### config.mk
export PLATFORM = sky130hd
export DESIGN_NAME = ntt_addr_gen
export DESIGN_NICKNAME = d
export VERILOG_FILES = /design/src/rtl/ntt_addr_gen.sv
export SDC_FILE = /design/constraint.sdc
export NUM_CORES = 1
export LEC_CHECK = 0
export BUFFER_PORTS_ARGS = -buffer_cell sky130_fd_sc_hd__buf_2
export CAP_MARGIN = 40
export CORE_ASPECT_RATIO = 1.4
export CORE_MARGIN = 8
export CORE_UTILIZATION = 60
export DETAILED_ROUTE_END_ITERATION = 8
export MAX_ROUTING_LAYER = met4
export PLACE_DENSITY = 0.89
export SKIP_CTS_REPAIR_TIMING = 1
export SLEW_MARGIN = 20
export SYNTH_ARGS = -nofsm -noshare
export SYNTH_HDL_FRONTEND = slang
export SYNTH_SLANG_ARGS = --single-unit
### constraint.sdc
create_clock -name clk -period 4.94 [get_ports clk]
set_input_delay 0.247 -clock clk [delete_from_list [all_inputs] [get_ports clk]]
set_output_delay 0.247 -clock clk [all_outputs]
set_load 0.1 [all_outputs]
### src/rtl/ntt_addr_gen.sv
// Purpose: sequences the 7 Kyber NTT/INTT layers and generates twiddle ROM and coefficient address pairs.
// Latency: start -> zeta_addr next cycle -> bf_* the cycle after, aligned with registered ROM data.
// Backpressure: none; one butterfly issued per RUN cycle, with LAYER_GAP bubbles between layers.
module ntt_addr_gen #(
    parameter int LAYER_GAP = 4
) (
    input  logic       clk,
    input  logic       rst_n,
    input  logic       start,
    input  logic       inv,
    output logic       busy,
    output logic       done,
    output logic [6:0] zeta_addr,
    output logic       bf_valid,
    output logic [7:0] bf_addr_a,
    output logic [7:0] bf_addr_b,
    output logic [2:0] bf_layer,
    output logic       bf_last
);

    typedef enum logic [1:0] {IDLE, RUN, GAP, DONE} state_t;

    // Terminal count of the bubble counter; unused when LAYER_GAP is 0.
    localparam logic [3:0] GAP_LAST = 4'(LAYER_GAP - 1);

    state_t     state, state_nxt;
    logic [2:0] layer, layer_nxt;
    logic [6:0] idx, idx_nxt;
    logic [3:0] gap_cnt, gap_nxt;
    logic       inv_q, inv_nxt;
    logic       issue;
    logic       done_nxt;

    // Issue arithmetic signals
    logic       mode;
    logic [2:0] sh;
    logic [7:0] i8, len8, g8, a8, b8, k8;
    logic [6:0] zeta_c;
    logic       last_c;

    // Delay stage between the zeta_addr edge and the bf_* edge
    logic       vld_d;
    logic       last_d;
    logic [7:0] a_d, b_d;
    logic [2:0] layer_d;

    assign busy = (state != IDLE);

    // Next-state, counter and issue decisions; defaults hold everything.
    always_comb begin
        state_nxt = state;
        layer_nxt = layer;
        idx_nxt   = idx;
        gap_nxt   = gap_cnt;
        inv_nxt   = inv_q;
        issue     = 1'b0;
        done_nxt  = 1'b0;
        case (state)
            IDLE: begin
                // The cycle done is high still reads as IDLE; a start there is dropped.
                if (start && !done) begin
                    inv_nxt   = inv;
                    state_nxt = RUN;
                    issue     = 1'b1;
                end
            end
            RUN: begin
                issue = 1'b1;
            end
            GAP: begin
                if (gap_cnt == GAP_LAST) begin
                    state_nxt = RUN;
                    gap_nxt   = 4'd0;
                end else begin
                    gap_nxt = gap_cnt + 4'd1;
                end
            end
            DONE: begin
                // Two cycles let the final butterfly leave the delay stage before done.
                if (gap_cnt == 4'd1) begin
                    state_nxt = IDLE;
                    done_nxt  = 1'b1;
                    layer_nxt = 3'd0;
                    gap_nxt   = 4'd0;
                end else begin
                    gap_nxt = gap_cnt + 4'd1;
                end
            end
            default: state_nxt = IDLE;
        endcase

        if (issue) begin
            if (idx == 7'd127) begin
                idx_nxt = 7'd0;
                gap_nxt = 4'd0;
                if (layer == 3'd6) begin
                    state_nxt = DONE;
                end else begin
                    layer_nxt = layer + 3'd1;
                    state_nxt = (LAYER_GAP == 0) ? RUN : GAP;
                end
            end else begin
                idx_nxt = idx + 7'd1;
            end
        end
    end

    // Butterfly index/twiddle arithmetic for the (layer, idx) being issued now.
    always_comb begin
        // In IDLE the mode register is not yet loaded, so use the live input.
        mode = (state == IDLE) ? inv : inv_q;
        sh   = mode ? (layer + 3'd1) : (3'd7 - layer);
        i8   = {1'b0, idx};
        len8 = 8'd1 << sh;
        g8   = i8 >> sh;
        // 2*g*len + o equals i + g*len since i = g*len + o.
        a8   = i8 + (g8 << sh);
        b8   = a8 + len8;
        k8   = mode ? ((8'd1 << (3'd7 - layer)) - 8'd1 - g8)
                    : ((8'd1 << layer) + g8);
        for (int j = 0; j < 7; j++) begin
            zeta_c[j] = k8[6-j];
        end
        last_c = (layer == 3'd6) && (idx == 7'd127);
    end

    // State, counters, ROM address, delay stage and aligned butterfly outputs.
    always_ff @(posedge clk) begin
        if (!rst_n) begin
            state     <= IDLE;
            layer     <= 3'd0;
            idx       <= 7'd0;
            gap_cnt   <= 4'd0;
            inv_q     <= 1'b0;
            done      <= 1'b0;
            zeta_addr <= 7'd0;
            vld_d     <= 1'b0;
            last_d    <= 1'b0;
            a_d       <= 8'd0;
            b_d       <= 8'd0;
            layer_d   <= 3'd0;
            bf_valid  <= 1'b0;
            bf_last   <= 1'b0;
            bf_addr_a <= 8'd0;
            bf_addr_b <= 8'd0;
            bf_layer  <= 3'd0;
        end else begin
            state   <= state_nxt;
            layer   <= layer_nxt;
            idx     <= idx_nxt;
            gap_cnt <= gap_nxt;
            inv_q   <= inv_nxt;
            done    <= done_nxt;
            vld_d   <= issue;
            last_d  <= issue && last_c;
            if (issue) begin
                zeta_addr <= zeta_c;
                a_d       <= a8;
                b_d       <= b8;
                layer_d   <= layer;
            end
            bf_valid <= vld_d;
            bf_last  <= vld_d && last_d;
            if (vld_d) begin
                bf_addr_a <= a_d;
                bf_addr_b <= b_d;
                bf_layer  <= layer_d;
            end
        end
    end

endmodule

==> results of run 1 <==
worst max-delay path: cells and delay by family, from the launching register on:
kind / cells / cell delay (ns)
flip-flops: 1 / 0.67
AO/OA/AOI/OAI: 5 / 0.81
XOR/XNOR: 2 / 0.32
multiplexers: 2 / 0.86
adder cells (fa/ha/maj): 3 / 0.81
AND/OR/NAND/NOR: 7 / 0.96
final timing paths:
check             startpoint  endpoint  slack (ns)  depth (start not counted)
setup / recovery    state[1]    b_d[7]        0.36                         19
hold / removal           inv     inv_q        0.19                          3
setup reg to reg    state[1]    b_d[7]        0.36                         19
hold reg to reg       b_d[4]    b_d[4]        0.46                          2
cell usage after synthesis, types with 5 or more instances:
library cell and n:
dfxtp_1 67, nor2_1 57, nand2_1 56, a21oi_1 38
ha_1 36, mux2i_1 29, o21ai_0 15, inv_1 14
xnor2_1 14, clkbuf_1 13, and2_1 12, nor2b_1 11
xor2_1 10, nor3_1 9, a211oi_1 8, a21o_1 7
buf_2 5, nand3_1 5, o211ai_1 5
per-layer routing:
layer	track usage (%)	up-vias	wire [um]
li1	-	1725	-
met1	22.69	1661	4048
met2	37.07	125	5051
met3	4.245	35	411
met4	11.27	0	399
met5	-	-	0
final cells by class:
cell class | count | area, sq um
Clock buffer | 9 | 123.9
Fill cell | 493 | 2044
Tap cell | 92 | 115.1
Multi-Input combinational cell | 373 | 2600
Clock inverter | 7 | 82.58
Timing Repair Buffer | 39 | 237.7
Sequential cell | 67 | 1341
Inverter | 18 | 67.56
flip-flops by register name, summed over array words and instances (netlist names), 2 cells and up:
register / flops
layer_d: 3
gap_cnt: 4
bf_addr_a: 8
layer: 3
bf_addr_b: 8
a_d: 8
idx: 7
zeta_addr: 7
b_d: 8
bf_layer: 3
state: 2
logic make-up (layout without fill, tap and decap cells):
family                     count (synthesis)  after routing  share of synthesized area, %
buffers and inverters                     39             73                         3.820
muxes                                     39             39                         10.33
and+or+nand+nor                          171            171                         19.07
xor gates and xnor gates                  25             25                         5.685
AOI/OAI and AO/OA                         98             98                         15.37
DFF                                       67             67                         32.76
adders and majority gates                 40             40                         12.96
where the power goes:
group | total (mW) | switching [mW] | leakage (nW) | internal [mW]
sequential | 0.577 | 0.0182 | 0.545 | 0.558
combinational | 0.195 | 0.140 | 1.37 | 0.0549
clock | 0.481 | 0.239 | 0.0988 | 0.242
total | 1.25 | 0.397 | 2.02 | 0.855
==> reports/metrics.cfg, run 1 <==
[route]
drt_wl_total_um=9910
drc_errors=0
vias=3546
viasPerCell=5.861
post_drt_wl_per_cell_um=16.38
ant_nets=0
first_iter_violations=215
drt_pass1_iterations=5

[cells_and_area]
nets=552
layout_commonest_cell=dfxtp_1
drive_above_1_share_pct=14.04
final_cell_mix=67 x dfxtp_1, 57 x nor2_1, 56 x nand2_1
area_delta_synth_final_pct=11.58
diodes=0
finalInstanceArea_sq_um=4568
finish.utilization_pct=69.08
stdcell_count=605

[setup_path]
path_class=reg -> reg
cp_cell_sequence=nor2_4 -> mux2i_4 -> mux2_4 -> nand2_1 -> nor2_1 -> ha_1 -> fa_1 -> a21o_1 -> a21oi_1 -> nor2b_1 -> o21a_1 -> nor2_1 -> xnor2_1 -> ha_1 -> or4_1 -> o22ai_1 -> xnor3_1 -> nand2_1 -> a21oi_1
cp-end-kind=flip-flop
crit_arrival_ns=4.80
start_kind=flip-flop
critPathSlowestCell=dfxtp_1
critPathRequiredTime_ns=5.15
critPathMaxStageDelay_ns=0.67
worst-path-max-fanout=14

[logic_synthesis]
synth_cell_types=56
synth_area_leader_cell=dfxtp_1
avgSynthCellArea_sq_um=8.547
async_flop_share_pct=0
yosysSeqAreaShare_pct=32.76
yosys.area.top_type_share_pct=32.76
yosysWarnings=0
synth.ff_latch_count=67
syn_area_sq_um=4094
synth_edf_count=0
synthCells=479
syn-num-nets=523
synth_ff_type=dfxtp_1
synth_area_leaders=dfxtp_1 33%, ha_1 11%, mux2i_1 7.1%

[run]
maxCapViolCount=0

[floorplan]
io_pins=34
die_w_um=85.81
rows=35
start_util_pct=61.91
fp.dieArea_sq_um=9760
dieHeight_um=113.7
core_area_sq_um=6613

[timing]
finalSetupTns_ns=0
setup_viol=0
hold_viol=0
period_minus_slack_ns=4.583
worstMarginPinSlew_ns=0.5219
worst_slack_ns=0.3567
period_share_pct=92.78
fmax_ghz=0.2182
rsz0062_at_grt=false
finalHoldWorstSlack_ns=0.1905
drv_slew=0
slew_headroom_pct=64.47
fin_skew_ns=0.01846

[global_route]
grt_max_degree=33
antenna_found_initial=0
grt_first_pass_wirelength_um=16410
grt_pass1_vias=3491
grt_overflow=0
grtUsageTotal_pct=21.51

[placed_design]
gp_congestion=0.9238
place_ws_ns=0.4330
port_buffers=33
dpl-instance-area_sq_um=4362
place_inst=589
hpwl_um=7264

[hold_path]
holdCritPathClass=in -> reg

[power]
power_mw=1.252
vdd_drop_max_uv=222.4
power_leakage_nw=2.015
power_density_nw_per_um2=274.1

[clock_tree]
cts_tree=done
cts_sinks=67
clock-root-buffer=clkbuf_8
h-tree-depth=3
numCtsBuffers=9
clock_path_buffers=2
cts.reportedPaths.clkPinSlew_ns=0.09
insertion_delay_ns=0.36

[status]
run_status=finished, final reports clean

Power figures use the tool's default switching activity.
==> run 2: changes to the inputs <==
--- a/config.mk
+++ b/config.mk
@@ -9,10 +9,10 @@
 export CAP_MARGIN = 40
 export CORE_ASPECT_RATIO = 1.4
 export CORE_MARGIN = 8
-export CORE_UTILIZATION = 60
+export CORE_UTILIZATION = 55
 export DETAILED_ROUTE_END_ITERATION = 8
 export MAX_ROUTING_LAYER = met4
-export PLACE_DENSITY = 0.89
+export PLACE_DENSITY = 0.83
 export SKIP_CTS_REPAIR_TIMING = 1
 export SLEW_MARGIN = 20
 export SYNTH_ARGS = -nofsm -noshare
==> run 2 against run 1 <==
Compared with the run above: fmax is 4.2% higher; final area increased by 0.93%; cell count increased by 0.99%; global-route usage decreased by 0.48 points; sequential share of layout area down 0.27 points; clock-buffer cell count is the same; critical endpoint unchanged; setup slack better by 0.19 ns; worst hold slack hardly changed; total power is 3.5% higher; utilization down 5.6 points; critical path type unchanged; sequential power about the same; clock power rose by 8.5%.
==> reports/metrics.cfg, run 2 (same netlist as run 1, synthesis figures left out) <==
[route]
vias=3470  ; was 3546
post_drt_wl_per_cell_um=16.24  ; was 16.38 um
ant_nets=0  ; unchanged
drt_pass1_iterations=4  ; was 5
first_iter_violations=199  ; was 215
viasPerCell=5.679  ; was 5.861
drt_wl_total_um=9922  ; was 9910 um
drc_errors=0  ; unchanged

[setup_path]
cp-end-kind=flip-flop  ; unchanged
worst-path-max-fanout=14  ; unchanged
critPathRequiredTime_ns=5.16  ; was 5.15 ns
cp_cell_sequence=nor2_4 -> mux2i_4 -> mux2_4 -> nand2_1 -> nor2_1 -> ha_1 -> fa_1 -> a21o_1 -> a21oi_1 -> nor2b_1 -> o21a_1 -> nor2_1 -> xnor2_1 -> ha_1 -> or4_1 -> o22ai_1 -> xnor3_1 -> nand2_1 -> a21oi_1  ; unchanged
crit_arrival_ns=4.62  ; was 4.80 ns
critPathSlowestCell=dfxtp_1  ; unchanged
crit_buf_inv=0  ; unchanged
critPathMaxStageDelay_ns=0.47  ; was 0.67 ns
start_kind=flip-flop  ; unchanged
crit_family=simple AND/OR/NAND/NOR gates  ; unchanged
path_class=reg -> reg  ; unchanged

[cells_and_area]
nets=553  ; was 552
diodes=0  ; unchanged
final_cell_mix=67 x dfxtp_1, 57 x nor2_1, 56 x nand2_1  ; unchanged
drive_above_1_share_pct=14.20  ; was 14.04%
layout_commonest_cell=dfxtp_1  ; unchanged
area_delta_synth_final_pct=12.62  ; was 11.58%

[clock_tree]
numCtsBuffers=9  ; unchanged
clock_path_buffers=2  ; unchanged
insertion_delay_ns=0.36  ; about the same
h-tree-depth=3  ; unchanged
cts_tree=done  ; unchanged
clock-root-buffer=clkbuf_8  ; unchanged
cts.reportedPaths.clkPinSlew_ns=0.08  ; was 0.09 ns
cts_sinks=67  ; unchanged

[timing]
worstMarginPinSlew_ns=0.5060  ; was 0.5219 ns
rsz0062_at_grt=false  ; unchanged
setup_viol=0  ; unchanged
hold_viol=0  ; unchanged
finalHoldWorstSlack_ns=0.1910  ; was 0.1905 ns
finalSetupTns_ns=0  ; unchanged
fin_skew_ns=0.01622  ; was 0.01846 ns
period_minus_slack_ns=4.397  ; was 4.583 ns
fmax_ghz=0.2274  ; was 0.2182 GHz
period_share_pct=89.01  ; was 92.78%
drv_slew=0  ; unchanged
slew_headroom_pct=65.60  ; was 64.47%

[placed_design]
port_buffers=33  ; unchanged
gp_congestion=0.9070  ; was 0.9238
hpwl_um=7256  ; was 7264 um

[power]
swShare_pct=30.26  ; was 31.71%
combPwrFrac_pct=15.2  ; was 15.5%
power_leakage_nw=2.035  ; was 2.015 nW
power_switching_mw=0.3920  ; was 0.3970 mW
pwr-share-seq_pct=44.5  ; was 46.0%
p_int_mw=0.9034  ; was 0.8549 mW
power_density_nw_per_um2=280.9  ; was 274.1 nW/um^2
power_frac_clock_pct=40.3  ; was 38.4%
vdd_drop_max_uv=236.9  ; was 222.4 uV

[floorplan]
fp.dieArea_sq_um=10500  ; was 9760 sq um
rows=37  ; was 35
core_area_sq_um=7268  ; was 6613 sq um
start_util_pct=56.33  ; was 61.91%
die_w_um=88.92  ; was 85.81 um
dieHeight_um=118.1  ; was 113.7 um
io_pins=34  ; unchanged

[hold_path]
holdCritPathClass=in -> reg  ; unchanged

[global_route]
grt_first_pass_wirelength_um=16950  ; was 16410 um
grt_overflow=0  ; unchanged
grtUsageTotal_pct=21.02  ; was 21.51%
grt_pass1_vias=3580  ; was 3491
antenna_found_initial=0  ; unchanged
grt_max_degree=35  ; was 33

[status]
run_status=finished, final reports clean  ; unchanged

[run]
maxCapViolCount=0  ; unchanged

==> run 2: cell types whose count changed in the layout (fill, tap and decap cells not counted), sizes merged <==
cell / before / now
clkinv: 0 / 2
inv: 22 / 20
buf: 39 / 40
bufinv: 1 / 2
clkinvlp: 2 / 1
==> run 2: layer usage <==
metal | share of wire (%) | track usage, % | vias up | wire (um)
li1 | - | - | 1721 | -
met1 | 39 | 21.04 | 1621 | 3837
met2 | 53 | 36.39 | 95 | 5238
met3 | 4.9 | 4.403 | 33 | 489
met4 | 3.6 | 11.16 | 0 | 357
met5 | 0 | - | - | 0
==> run 2: tightest hold or removal path, delay by kind of cell <==
kind	cells	cell delay, ns
buffers and inverters	1	0.14
AND/OR/NAND/NOR	1	0.07
AO/OA/AOI/OAI	1	0.05
==> run 2: layout make-up <==
type                            count  area (sq um)
Inverter                           18         67.56
Clock inverter                      7         98.84
Timing Repair Buffer               40         257.7
Multi-Input combinational cell    373          2600
Tap cell                           97         121.4
Fill cell                         590          2658
Sequential cell                    67          1341
Clock buffer                        9         123.9
==> run 2: metrics by stage <==
step	cell area [sq um]	cells	utilization [%]	power, mW	worst slack (ns)
finish	4611	611	63.44	1.295	0.5428
detailed placement	4373	594	60.17	0.7829	0.6064
global placement	4325	592	59.51	0.7731	0.7301
CTS	4596	610	63.23	1.296	0.5643
global route	4611	611	63.44	1.338	0.2591
floorplan	4094	479	-	0.7393	0.6679
==> run 2: worst paths after layout <==
path,to,from,slack [ns],cells past startpoint
max,b_d[7],state[1],0.54,19
min,inv_q,inv,0.19,3
max reg2reg,b_d[7],state[1],0.54,19
min reg2reg,layer_d[2],layer_d[2],0.46,2
==> run 2: power groups by stage <==
stage / registers [mW] / logic (mW) / clock network, mW
finish: 0.577 / 0.197 / 0.522
global route: 0.579 / 0.212 / 0.546
CTS: 0.576 / 0.195 / 0.525
detailed placement: 0.589 / 0.194 / 0
global placement: 0.591 / 0.182 / 0
floorplan: 0.640 / 0.0997 / 0
==> run 3: changes to the inputs <==
--- a/config.mk
+++ b/config.mk
@@ -7,12 +7,14 @@
 export LEC_CHECK = 0
 export BUFFER_PORTS_ARGS = -buffer_cell sky130_fd_sc_hd__buf_2
 export CAP_MARGIN = 40
+export CELL_PAD_IN_SITES_DETAIL_PLACEMENT = 0
+export CELL_PAD_IN_SITES_GLOBAL_PLACEMENT = 1
 export CORE_ASPECT_RATIO = 1.4
 export CORE_MARGIN = 8
-export CORE_UTILIZATION = 55
+export CORE_UTILIZATION = 41
 export DETAILED_ROUTE_END_ITERATION = 8
 export MAX_ROUTING_LAYER = met4
-export PLACE_DENSITY = 0.83
+export PLACE_DENSITY = 0.85
 export SKIP_CTS_REPAIR_TIMING = 1
 export SLEW_MARGIN = 20
 export SYNTH_ARGS = -nofsm -noshare
==> constraint.sdc (replaced) <==
create_clock -name clk -period 3.63 [get_ports clk]
set_input_delay 0.1815 -clock clk [delete_from_list [all_inputs] [get_ports clk]]
set_output_delay 0.1815 -clock clk [all_outputs]
set_load 0.1 [all_outputs]
==> run 3 against run 2 <==
Compared with the run above: the flow now finishes with violations (negative setup slack); die area grew 28%; clock-buffer cell count stayed put; cell count grew 12%; first-iteration DRC count down 5.5%; critical path depth unchanged; wire length grew 3.5%; worst hold slack worse by 0.030 ns; largest cell class unchanged.
==> reports/metrics.cfg, run 3 (same netlist as run 1, synthesis figures left out) <==
[placed_design]
port_buffers=33  ; unchanged
place_ws_ns=-0.2335  ; was 0.6064 ns
hpwl_um=7677  ; was 7256 um
gp_congestion=0.8624  ; was 0.9070

[cells_and_area]
n_fill_cell=935  ; was 590
layout_commonest_cell=dfxtp_1  ; unchanged
nets=586  ; was 553
drive_above_1_share_pct=22.12  ; was 14.20%
diodes=0  ; unchanged
finish.utilization_pct=51.47  ; was 63.44%
final_cell_mix=64 x dfxtp_1, 55 x nor2_1, 55 x nand2_1  ; was 67 x dfxtp_1, 57 x nor2_1, 56 x nand2_1
area_delta_synth_final_pct=23.11  ; was 12.62%

[timing]
fmax_ghz=0.2618  ; was 0.2274 GHz
worstMarginPinSlew_ns=0.5889  ; was 0.5060 ns
fin_skew_ns=0.005178  ; was 0.01622 ns
period_share_pct=105.2  ; was 89.01%
setup_viol=2  ; was 0
period_minus_slack_ns=3.819  ; was 4.397 ns
worst_slack_ns=-0.1892  ; was 0.5428 ns
hold_viol=0  ; unchanged
slew_headroom_pct=60.74  ; was 65.60%
rsz0062_at_grt=true  ; was false
drv_slew=0  ; unchanged

[global_route]
antenna_found_initial=0  ; unchanged
grtUsageTotal_pct=16.49  ; was 21.02%
grt_pass1_vias=3563  ; was 3580
grt_first_pass_wirelength_um=17350  ; was 16950 um
grt_overflow=0  ; unchanged
grt_max_degree=37  ; was 35

[setup_path]
cp_cell_sequence=nor2_4 -> mux2i_4 -> mux2_4 -> nand2_2 -> nor2_1 -> ha_2 -> fa_2 -> a21o_1 -> a21oi_2 -> nor2b_1 -> o21a_1 -> nor2_2 -> xnor2_1 -> ha_2 -> or4_4 -> o22ai_2 -> xnor3_1 -> nand2_1 -> a21oi_1  ; was nor2_4 -> mux2i_4 -> mux2_4 -> nand2_1 -> nor2_1 -> ha_1 -> fa_1 -> a21o_1 -> a21oi_1 -> nor2b_1 -> o21a_1 -> nor2_1 -> xnor2_1 -> ha_1 -> or4_1 -> o22ai_1 -> xnor3_1 -> nand2_1 -> a21oi_1
reg2reg_slack_ns=-0.19  ; was 0.54 ns
r2r-start=state[0]  ; was state[1]
r2r_end=b_d[7]  ; unchanged
cp-end-kind=flip-flop  ; unchanged
r2r_cells=19  ; unchanged
crit_start=state[0]  ; was state[1]
cp_common_cell=ha_2
start_kind=flip-flop  ; unchanged
crit_buf_inv=0  ; unchanged
critPathMaxStageDelay_ns=0.41  ; was 0.47 ns
critPathRequiredTime_ns=3.83  ; was 5.16 ns
crit_arrival_ns=4.02  ; was 4.62 ns
worst-path-max-fanout=4  ; was 14
crit_family=simple AND/OR/NAND/NOR gates  ; unchanged
critPathSlowestCell=or4_4  ; was dfxtp_1
path_class=reg -> reg  ; unchanged

[clock_tree]
insertion_delay_ns=0.33  ; was 0.36 ns
clock_path_buffers=2  ; unchanged
clock-root-buffer=clkbuf_16  ; was clkbuf_8
numCtsBuffers=9  ; unchanged
cts.reportedPaths.clkPinSlew_ns=0.06  ; was 0.08 ns
cts_sinks=67  ; unchanged
cts_tree=done  ; unchanged
h-tree-depth=3  ; unchanged

[route]
drc_errors=0  ; unchanged
drt_wl_total_um=10270  ; was 9922 um
viasPerCell=5.207  ; was 5.679
vias=3551  ; was 3470
first_iter_violations=188  ; was 199
drt_pass1_iterations=4  ; unchanged
post_drt_wl_per_cell_um=15.05  ; was 16.24 um
ant_nets=0  ; unchanged

[power]
power_leakage_nw=2.244  ; was 2.035 nW
power_mw=1.976  ; was 1.295 mW
vdd_drop_max_uv=187.3  ; was 236.9 uV
power_density_nw_per_um2=392.1  ; was 280.9 nW/um^2

[floorplan]
io_pins=34  ; unchanged
dieHeight_um=134.2  ; was 118.1 um
core_area_sq_um=9792  ; was 7268 sq um
die_w_um=100.5  ; was 88.92 um
start_util_pct=41.81  ; was 56.33%
rows=43  ; was 37
fp.dieArea_sq_um=13480  ; was 10500 sq um

[status]
run_status=finished with violations  ; was finished, final reports clean
violations=negative setup slack

[hold_path]
min_from=inv  ; unchanged
hold_end=inv_q  ; unchanged
holdCritPathClass=in -> reg  ; unchanged
min_path_cells=3  ; unchanged

[run]
maxCapViolCount=0  ; unchanged

run 3: cell types whose count changed in the layout (fill, tap and decap cells not counted), sizes merged:
cell and change:
bufinv -1, inv +1, buf +33
run 3: worst max path at each step:
stage                        end  cells after the start
after floorplan           b_d[7]                     20
final                     b_d[7]                     19
after CTS                 b_d[7]                     19
after detailed placement  b_d[7]                     19
after global routing      b_d[7]                     19
after global placement    b_d[7]                     19
run 3: worst register-to-register path: cells and delay by family, from the launching register on:
family / cells / cell delay [ns]
mux: 2 / 0.69
fa+ha+maj: 3 / 0.74
simple gates: 7 / 0.90
xor+xnor: 2 / 0.32
compound gates: 5 / 0.70
flops: 1 / 0.34
run 3: metrics by stage:
stage          hold slack (ns)  area [sq um]  setup TNS, ns  std cells
2_1_floorplan           0.3292          4150        -0.2551        479
3_3_place_gp            0.4449          4661        -0.1170        664
3_5_place_dp            0.4509          4688        -0.2335        665
4_1_cts                 0.1538          4997        -0.2712        681
6_report                0.1607          5040        -0.2672        682
5_1_grt                 0.1636          5040        -0.8258        682
run 3: cell type report:
type                       instances  area (sq um)  share of cell area, %
sequential                        67          1345                  26.69
tap                              135         168.9                  3.352
multi-input combinational        373          2664                  52.85
clock inverter                     7         83.83                  1.663
clock buffer                       9         225.2                  4.469
inverter                          18         67.56                  1.341
timing repair buffer              73         485.5                  9.633
run 3: power breakdown:
part           internal, mW  switching (mW)  total [mW]
sequential            0.761          0.0229       0.784
clock                 0.543           0.358       0.902
combinational        0.0919           0.198       0.290
run 3: layer usage:
layer	vias to the layer above	global-route usage, %	wire, um
li1	1794	-	-
met4	0	7.004	264
met2	52	28.92	5387
met3	16	3.164	288
met1	1689	17.56	4324
met5	-	-	0
